[src/rtl/hazard_scoreboard_ctrl_pkg.sv]
// Shared types and constants for the decode-stage hazard controller.
package hazard_pkg;

    localparam int REG_CNT          = 32;
    localparam int REG_IDX_W        = 5;
    localparam int DEF_CNT_W        = 2;
    localparam int DEF_FLUSH_CYCLES = 2;
    localparam int FLUSH_CNT_W      = 3;

    typedef enum logic [1:0] {
        ST_RUN   = 2'd0,
        ST_STALL = 2'd1,
        ST_FLUSH = 2'd2
    } hz_state_t;

endpackage

[src/rtl/hazard_scoreboard_ctrl_scoreboard_bank.sv]
// Per-register pending-write counters: 32 saturating up/down counters
// (x0 is never tracked), two source read ports, one destination read port
// and a sticky error flag for retires to a register with nothing pending.
module scoreboard_bank
    import hazard_pkg::*;
#(
    parameter int CNT_W = DEF_CNT_W
) (
    input  logic                 clk,
    input  logic                 reset,
    input  logic [REG_IDX_W-1:0] rs1_idx,
    input  logic [REG_IDX_W-1:0] rs2_idx,
    input  logic [REG_IDX_W-1:0] rd_idx,
    output logic [CNT_W-1:0]     rs1_cnt,
    output logic [CNT_W-1:0]     rs2_cnt,
    output logic [CNT_W-1:0]     rd_cnt,
    input  logic                 inc_en,
    input  logic [REG_IDX_W-1:0] inc_idx,
    input  logic                 dec_en,
    input  logic [REG_IDX_W-1:0] dec_idx,
    output logic                 err
);

    localparam logic [CNT_W-1:0] CNT_MAX = '1;

    logic [CNT_W-1:0]   cnt [REG_CNT];
    logic [REG_CNT-1:0] inc_hit;
    logic [REG_CNT-1:0] dec_hit;

    // Entry 0 is cleared on reset and never written afterwards, so x0 reads 0.
    assign rs1_cnt = cnt[rs1_idx];
    assign rs2_cnt = cnt[rs2_idx];
    assign rd_cnt  = cnt[rd_idx];

    // One-hot select of the register being incremented / decremented this cycle.
    always_comb begin
        inc_hit = '0;
        dec_hit = '0;
        if (inc_en && inc_idx != '0) inc_hit[inc_idx] = 1'b1;
        if (dec_en && dec_idx != '0) dec_hit[dec_idx] = 1'b1;
    end

    // Counter update: inc and dec of the same register cancel; a retire at zero flags err.
    always_ff @(posedge clk) begin
        if (reset) begin
            for (int i = 0; i < REG_CNT; i++) cnt[i] <= '0;
            err <= 1'b0;
        end else begin
            for (int i = 1; i < REG_CNT; i++) begin
                if (inc_hit[i] && !dec_hit[i] && cnt[i] != CNT_MAX)
                    cnt[i] <= cnt[i] + 1'b1;
                else if (dec_hit[i] && !inc_hit[i] && cnt[i] != '0)
                    cnt[i] <= cnt[i] - 1'b1;
            end
            if (dec_en && dec_idx != '0 && cnt[dec_idx] == '0)
                err <= 1'b1;
        end
    end

endmodule

[src/rtl/hazard_scoreboard_ctrl.sv]
// Decode-stage hazard controller: stalls IF/ID on RAW hazards against
// outstanding register writes and sequences front-end flushes after an EX
// redirect. Build option HAZARD_FORWARD_EN: with EX/MEM forwarding present,
// only load-use hazards stall (one cycle) and no scoreboard is built.
//
// Handshake: ID offers an instruction with id_valid; it is accepted (moves to
// EX) in exactly the cycles where issue=1. While id_valid=1 and issue=0 the
// instruction is either held (stall_id=1) or killed (redirect / flush), and
// a killed instruction never affects the scoreboard.
module hazard_scoreboard_ctrl
    import hazard_pkg::*;
#(
    parameter int FLUSH_CYCLES = DEF_FLUSH_CYCLES,
    parameter int CNT_W        = DEF_CNT_W
) (
    input  logic                 clk,
    input  logic                 reset,
    input  logic                 id_valid,
    input  logic [REG_IDX_W-1:0] id_rs1,
    input  logic [REG_IDX_W-1:0] id_rs2,
    input  logic                 id_use_rs1,
    input  logic                 id_use_rs2,
    input  logic [REG_IDX_W-1:0] id_rd,
    input  logic                 id_wr_en,
    input  logic                 id_is_load,
    input  logic                 wb_valid,
    input  logic [REG_IDX_W-1:0] wb_rd,
    input  logic                 wb_wr_en,
    input  logic                 ex_redirect,
    output logic                 stall_if,
    output logic                 stall_id,
    output logic                 bubble_ex,
    output logic                 flush_if_id,
    output logic                 issue,
    output logic                 sb_err,
    output hz_state_t            dbg_state
);

    localparam logic [FLUSH_CNT_W-1:0] FLUSH_LOAD = FLUSH_CNT_W'(FLUSH_CYCLES);

    hz_state_t              state;
    logic [FLUSH_CNT_W-1:0] flush_cnt;
    logic                   hazard;
    logic                   in_flush;

`ifdef HAZARD_FORWARD_EN
    logic                 ld_valid;
    logic [REG_IDX_W-1:0] ld_rd;
    logic                 unused_wb;

    assign unused_wb = ^{wb_valid, wb_rd, wb_wr_en};
    assign sb_err    = 1'b0;

    // Load-use only: a source matching the load issued last cycle must wait one cycle.
    always_comb begin
        hazard = 1'b0;
        if (id_valid && ld_valid) begin
            if (id_use_rs1 && id_rs1 != '0 && id_rs1 == ld_rd) hazard = 1'b1;
            if (id_use_rs2 && id_rs2 != '0 && id_rs2 == ld_rd) hazard = 1'b1;
        end
    end

    // Remember the destination of a load issued this cycle; forget it one cycle later.
    always_ff @(posedge clk) begin
        if (reset) begin
            ld_valid <= 1'b0;
            ld_rd    <= '0;
        end else if (issue && id_is_load && id_wr_en) begin
            ld_valid <= 1'b1;
            ld_rd    <= id_rd;
        end else begin
            ld_valid <= 1'b0;
            ld_rd    <= '0;
        end
    end
`else
    localparam logic [CNT_W-1:0] CNT_MAX = '1;

    logic [CNT_W-1:0] rs1_cnt;
    logic [CNT_W-1:0] rs2_cnt;
    logic [CNT_W-1:0] rd_cnt;
    logic             unused_ld;

    assign unused_ld = id_is_load;

    scoreboard_bank #(
        .CNT_W (CNT_W)
    ) u_bank (
        .clk     (clk),
        .reset   (reset),
        .rs1_idx (id_rs1),
        .rs2_idx (id_rs2),
        .rd_idx  (id_rd),
        .rs1_cnt (rs1_cnt),
        .rs2_cnt (rs2_cnt),
        .rd_cnt  (rd_cnt),
        .inc_en  (issue && id_wr_en),
        .inc_idx (id_rd),
        .dec_en  (wb_valid && wb_wr_en),
        .dec_idx (wb_rd),
        .err     (sb_err)
    );

    // No forwarding: any pending write to a used source stalls, as does a saturated destination.
    always_comb begin
        hazard = 1'b0;
        if (id_valid) begin
            if (id_use_rs1 && id_rs1 != '0 && rs1_cnt != '0) hazard = 1'b1;
            if (id_use_rs2 && id_rs2 != '0 && rs2_cnt != '0) hazard = 1'b1;
            if (id_wr_en && id_rd != '0 && rd_cnt == CNT_MAX) hazard = 1'b1;
        end
    end
`endif

    assign in_flush    = (state == ST_FLUSH);
    assign issue       = id_valid & ~hazard & ~ex_redirect & ~in_flush;
    assign stall_id    = hazard & ~ex_redirect & ~in_flush;
    assign stall_if    = stall_id;
    assign bubble_ex   = stall_id | in_flush | ex_redirect;
    assign flush_if_id = in_flush;
    assign dbg_state   = state;

    // Control FSM: a redirect always wins and (re)starts the flush window.
    always_ff @(posedge clk) begin
        if (reset) begin
            state     <= ST_RUN;
            flush_cnt <= '0;
        end else if (ex_redirect) begin
            state     <= ST_FLUSH;
            flush_cnt <= FLUSH_LOAD;
        end else begin
            case (state)
                ST_RUN: begin
                    if (hazard) state <= ST_STALL;
                end
                ST_STALL: begin
                    if (!hazard) state <= ST_RUN;
                end
                ST_FLUSH: begin
                    flush_cnt <= flush_cnt - 1'b1;
                    if (flush_cnt <= FLUSH_CNT_W'(1)) state <= ST_RUN;
                end
                default: state <= ST_RUN;
            endcase
        end
    end

endmodule

[config.mk]
export PLATFORM = sky130hd
export DESIGN_NAME = hazard_scoreboard_ctrl
export DESIGN_NICKNAME = d
export VERILOG_FILES = /design/src/rtl/hazard_scoreboard_ctrl_pkg.sv /design/src/rtl/hazard_scoreboard_ctrl_scoreboard_bank.sv /design/src/rtl/hazard_scoreboard_ctrl.sv
export SDC_FILE = /design/constraint.sdc
export NUM_CORES = 1
export LEC_CHECK = 0
export CORE_MARGIN = 2
export CORE_UTILIZATION = 56
export DETAILED_ROUTE_END_ITERATION = 10
export PLACE_DENSITY = 0.76
export SYNTH_ARGS = -nofsm -noshare
export SYNTH_HDL_FRONTEND = slang
export SYNTH_SLANG_ARGS = --single-unit
export TNS_END_PERCENT = 5
[constraint.sdc]
create_clock -name clk -period 9.3 [get_ports clk]
set_input_delay 1.395 -clock clk [delete_from_list [all_inputs] [get_ports clk]]
set_output_delay 1.395 -clock clk [all_outputs]
set_load 0.005 [all_outputs]
==> flow_summary.toml <==
[worst_setup_path]
critPathRequiredTime_ns = 7.91
path_buf_inv = 2
end_kind = "output port"
crit_chain = "clkdlybuf4s50_1 > nand3b_1 > o22ai_1 > a32oi_1 > nand4_1 > nand3b_1 > and2_1 > nand2b_1 > nand2_1 > clkdlybuf4s50_1"
cp_slowest_stage_delay_ns = 0.99
start_kind = "input pin"
worst_path_dominant_cell_family = "simple AND/OR/NAND/NOR gates"
critPathKind = "in2out"
crit_fanout = 20
crit_slowest_cell = "clkdlybuf4s50_1"
cp.arrival_ns = 5.09

[clocking]
cts_buffer_depth = 2
cts_inserted_buffers = 9
cts_resized = 0
cts_tree = "done"
clk_latency_ns = 0.34
post-cts-setup-buffers = 0
cts_hold_buf = 0
cts.sinks = 68
clk_transition_reported_paths_ns = 0.06
cts_max_level = 3
root_buffer = "clkbuf_16"

[sta]
period_share = 0.6971
fmax_mhz = 154.2
slew_violations = 0
hold_viol_final = 0
slew_headroom = 0.3571
timing.setup.tns_ns = 0
setup_viol = 0
worst_pin_slew_ns = 0.9614
fin_skew_ns = 0.005391
period_needed_ns = 6.483
rsz0062_at_grt = "false"
worst_slack_ns = 2.817

[final_layout]
num-nets-final = 776
drive_gt1_frac = 0.08835
postLayoutCoreUtil = 0.6125
layout_commonest_cell = "nor2_1"
antenna_cells = 0
final_cell_mix = "nor2_1, edfxtp_1, nand2_1"
areaGrowthSynthToFinish_pct = 7.129
fillCellCount = 997

[yosys]
synth_ff_type = "edfxtp_1"
synthTopCellsByArea = "edfxtp_1, mux4_2, nor2_1, mux2i_1, nand3_1"
synth_edf_count = 62
ys_ff_latch = 68
yosysUniqueCellTypes = 76
ys_warn_count = 0
syn_nets = 797
ys_seq_area_frac = 0.3036
synth_top_area_frac = 0.2852
syn_avg_cell_area_um2 = 8.557
syn_area_um2 = 6529
async_reset_ff_frac = 0
synth_cells = 763
yosysTopAreaCell = "edfxtp_1"

[pwr]
vdd_drop_max_mv = 0.1059
p_per_area_nw_per_um2 = 124.9
leakage_uw = 0.002292

[placed_design]
portBuffers = 36
post-dp-hpwl_um = 14620
place_ws_ns = 2.906
place.gp.congestion = 0.9463

[routing]
drc = 0
wl_um = 20410
drt_iter0_drc = 939
vias = 6512
drt-pass1-iter-count = 6
ant_nets = 0
post_drt_wl_per_cell_um = 22.93
vias_per_cell = 7.317

[die]
start_util = 0.5718
die_x_um = 112.0
dieArea_um2 = 12540
io_pins = 38
die_h_um = 112.0
core_area_um2 = 11420
rows = 39

[global_routing]
grt_pass1_wl_um = 32590
overflow = 0
grt_antenna_before_repair = 0
grt_max_degree = 65
track_usage = 0.3299
first_global_vias = 6246

[worst_hold_path]
hp-class = "reg2reg"

[flow_run]
drv_cap = 0

[run_status]
status = "complete, no violations"
-- metrics by stage --
| stage | total power (uW) | cell area, um^2 | hold WS [ns] | std cells |
|---|---|---|---|---|
| floorplan | 497.9 | 6529 | 0.4374 | 763 |
| global placement | 547.0 | 6724 | 0.4234 | 874 |
| detailed placement | 553.8 | 6724 | 0.4463 | 874 |
| CTS | 867.4 | 6994 | 0.4526 | 890 |
| global route | 903.9 | 6994 | 0.4786 | 890 |
| finish | 873.4 | 6994 | 0.4469 | 890 |
-- kinds of logic (layout without fill, tap and decap cells) --
family	after synthesis	in the layout	synth area share
simple gates	341	341	0.2673
compound gates	200	200	0.2231
buf+inv	85	69	0.06267
flops	68	68	0.3036
mux	49	49	0.1142
xor+xnor	16	16	0.02146
fa+ha+maj	4	4	0.007666
-- Yosys cell counts, types with 9 or more instances --
cell / count
a211oi_1: 16
a21oi_1: 28
buf_2: 9
clkbuf_1: 45
edfxtp_1: 62
inv_1: 12
mux2i_1: 28
mux4_2: 20
nand2_1: 47
nand2b_1: 10
nand3_1: 40
nand3b_1: 9
nand4_1: 10
nor2_1: 112
nor3_1: 31
o211ai_1: 21
o21ai_0: 36
o221ai_1: 14
o311ai_0: 14
or2_2: 10
or3_1: 12
or4_1: 10
xnor2_1: 11
-- area by class of cell --
cell class                      count  area, um^2  area share
Sequential cell                    68        1982      0.2834
Timing Repair Buffer               39       372.9     0.05331
Clock buffer                       11       242.7     0.03470
Clock inverter                      5       27.53    0.003936
Multi-Input combinational cell    610        4138      0.5916
Tap cell                          143       178.9     0.02558
Inverter                           14       52.55    0.007513
-- report_power, final --
group | internal, uW | switching, uW | total, uW
combinational | 70.3 | 103 | 174
sequential | 352 | 27.5 | 380
clock | 186 | 134 | 320
-- flip-flops by register name, indices dropped and copies added (netlist names) --
register,cells
dbg_state,2
flush_cnt,3
u_bank.cnt,62
u_bank.err,1
-- worst paths after layout --
path / from / end / slack [ns] / depth (start not counted)
max: id_rd[2] / bubble_ex / 2.82 / 10
min: dbg_state[1]$_SDFFE_PP0P_ / dbg_state[0]$_SDFFE_PP0P_ / 0.45 / 1
max reg2reg: u_bank.cnt[16][1]$_SDFFCE_PN0P_ / u_bank.cnt[18][0]$_SDFFCE_PP0P_ / 5.24 / 7
min reg2reg: dbg_state[1]$_SDFFE_PP0P_ / dbg_state[0]$_SDFFE_PP0P_ / 0.45 / 1
-- worst register-to-register path, delay by kind of cell, from the launching register on --
family | cells | cell delay [ns]
mux | 1 | 0.51
compound gates | 2 | 0.80
simple gates | 4 | 1.85
flops | 1 | 0.53
-- routing by layer --
layer  up-vias  part of all wire  GRT usage
li1       2925                 -          -
met1      3118              0.40     0.4412
met2       404              0.46     0.5208
met3        65              0.10    0.08819
met4         0             0.027     0.1163
met5         -                 0          0
Power figures use the tool's default switching activity.
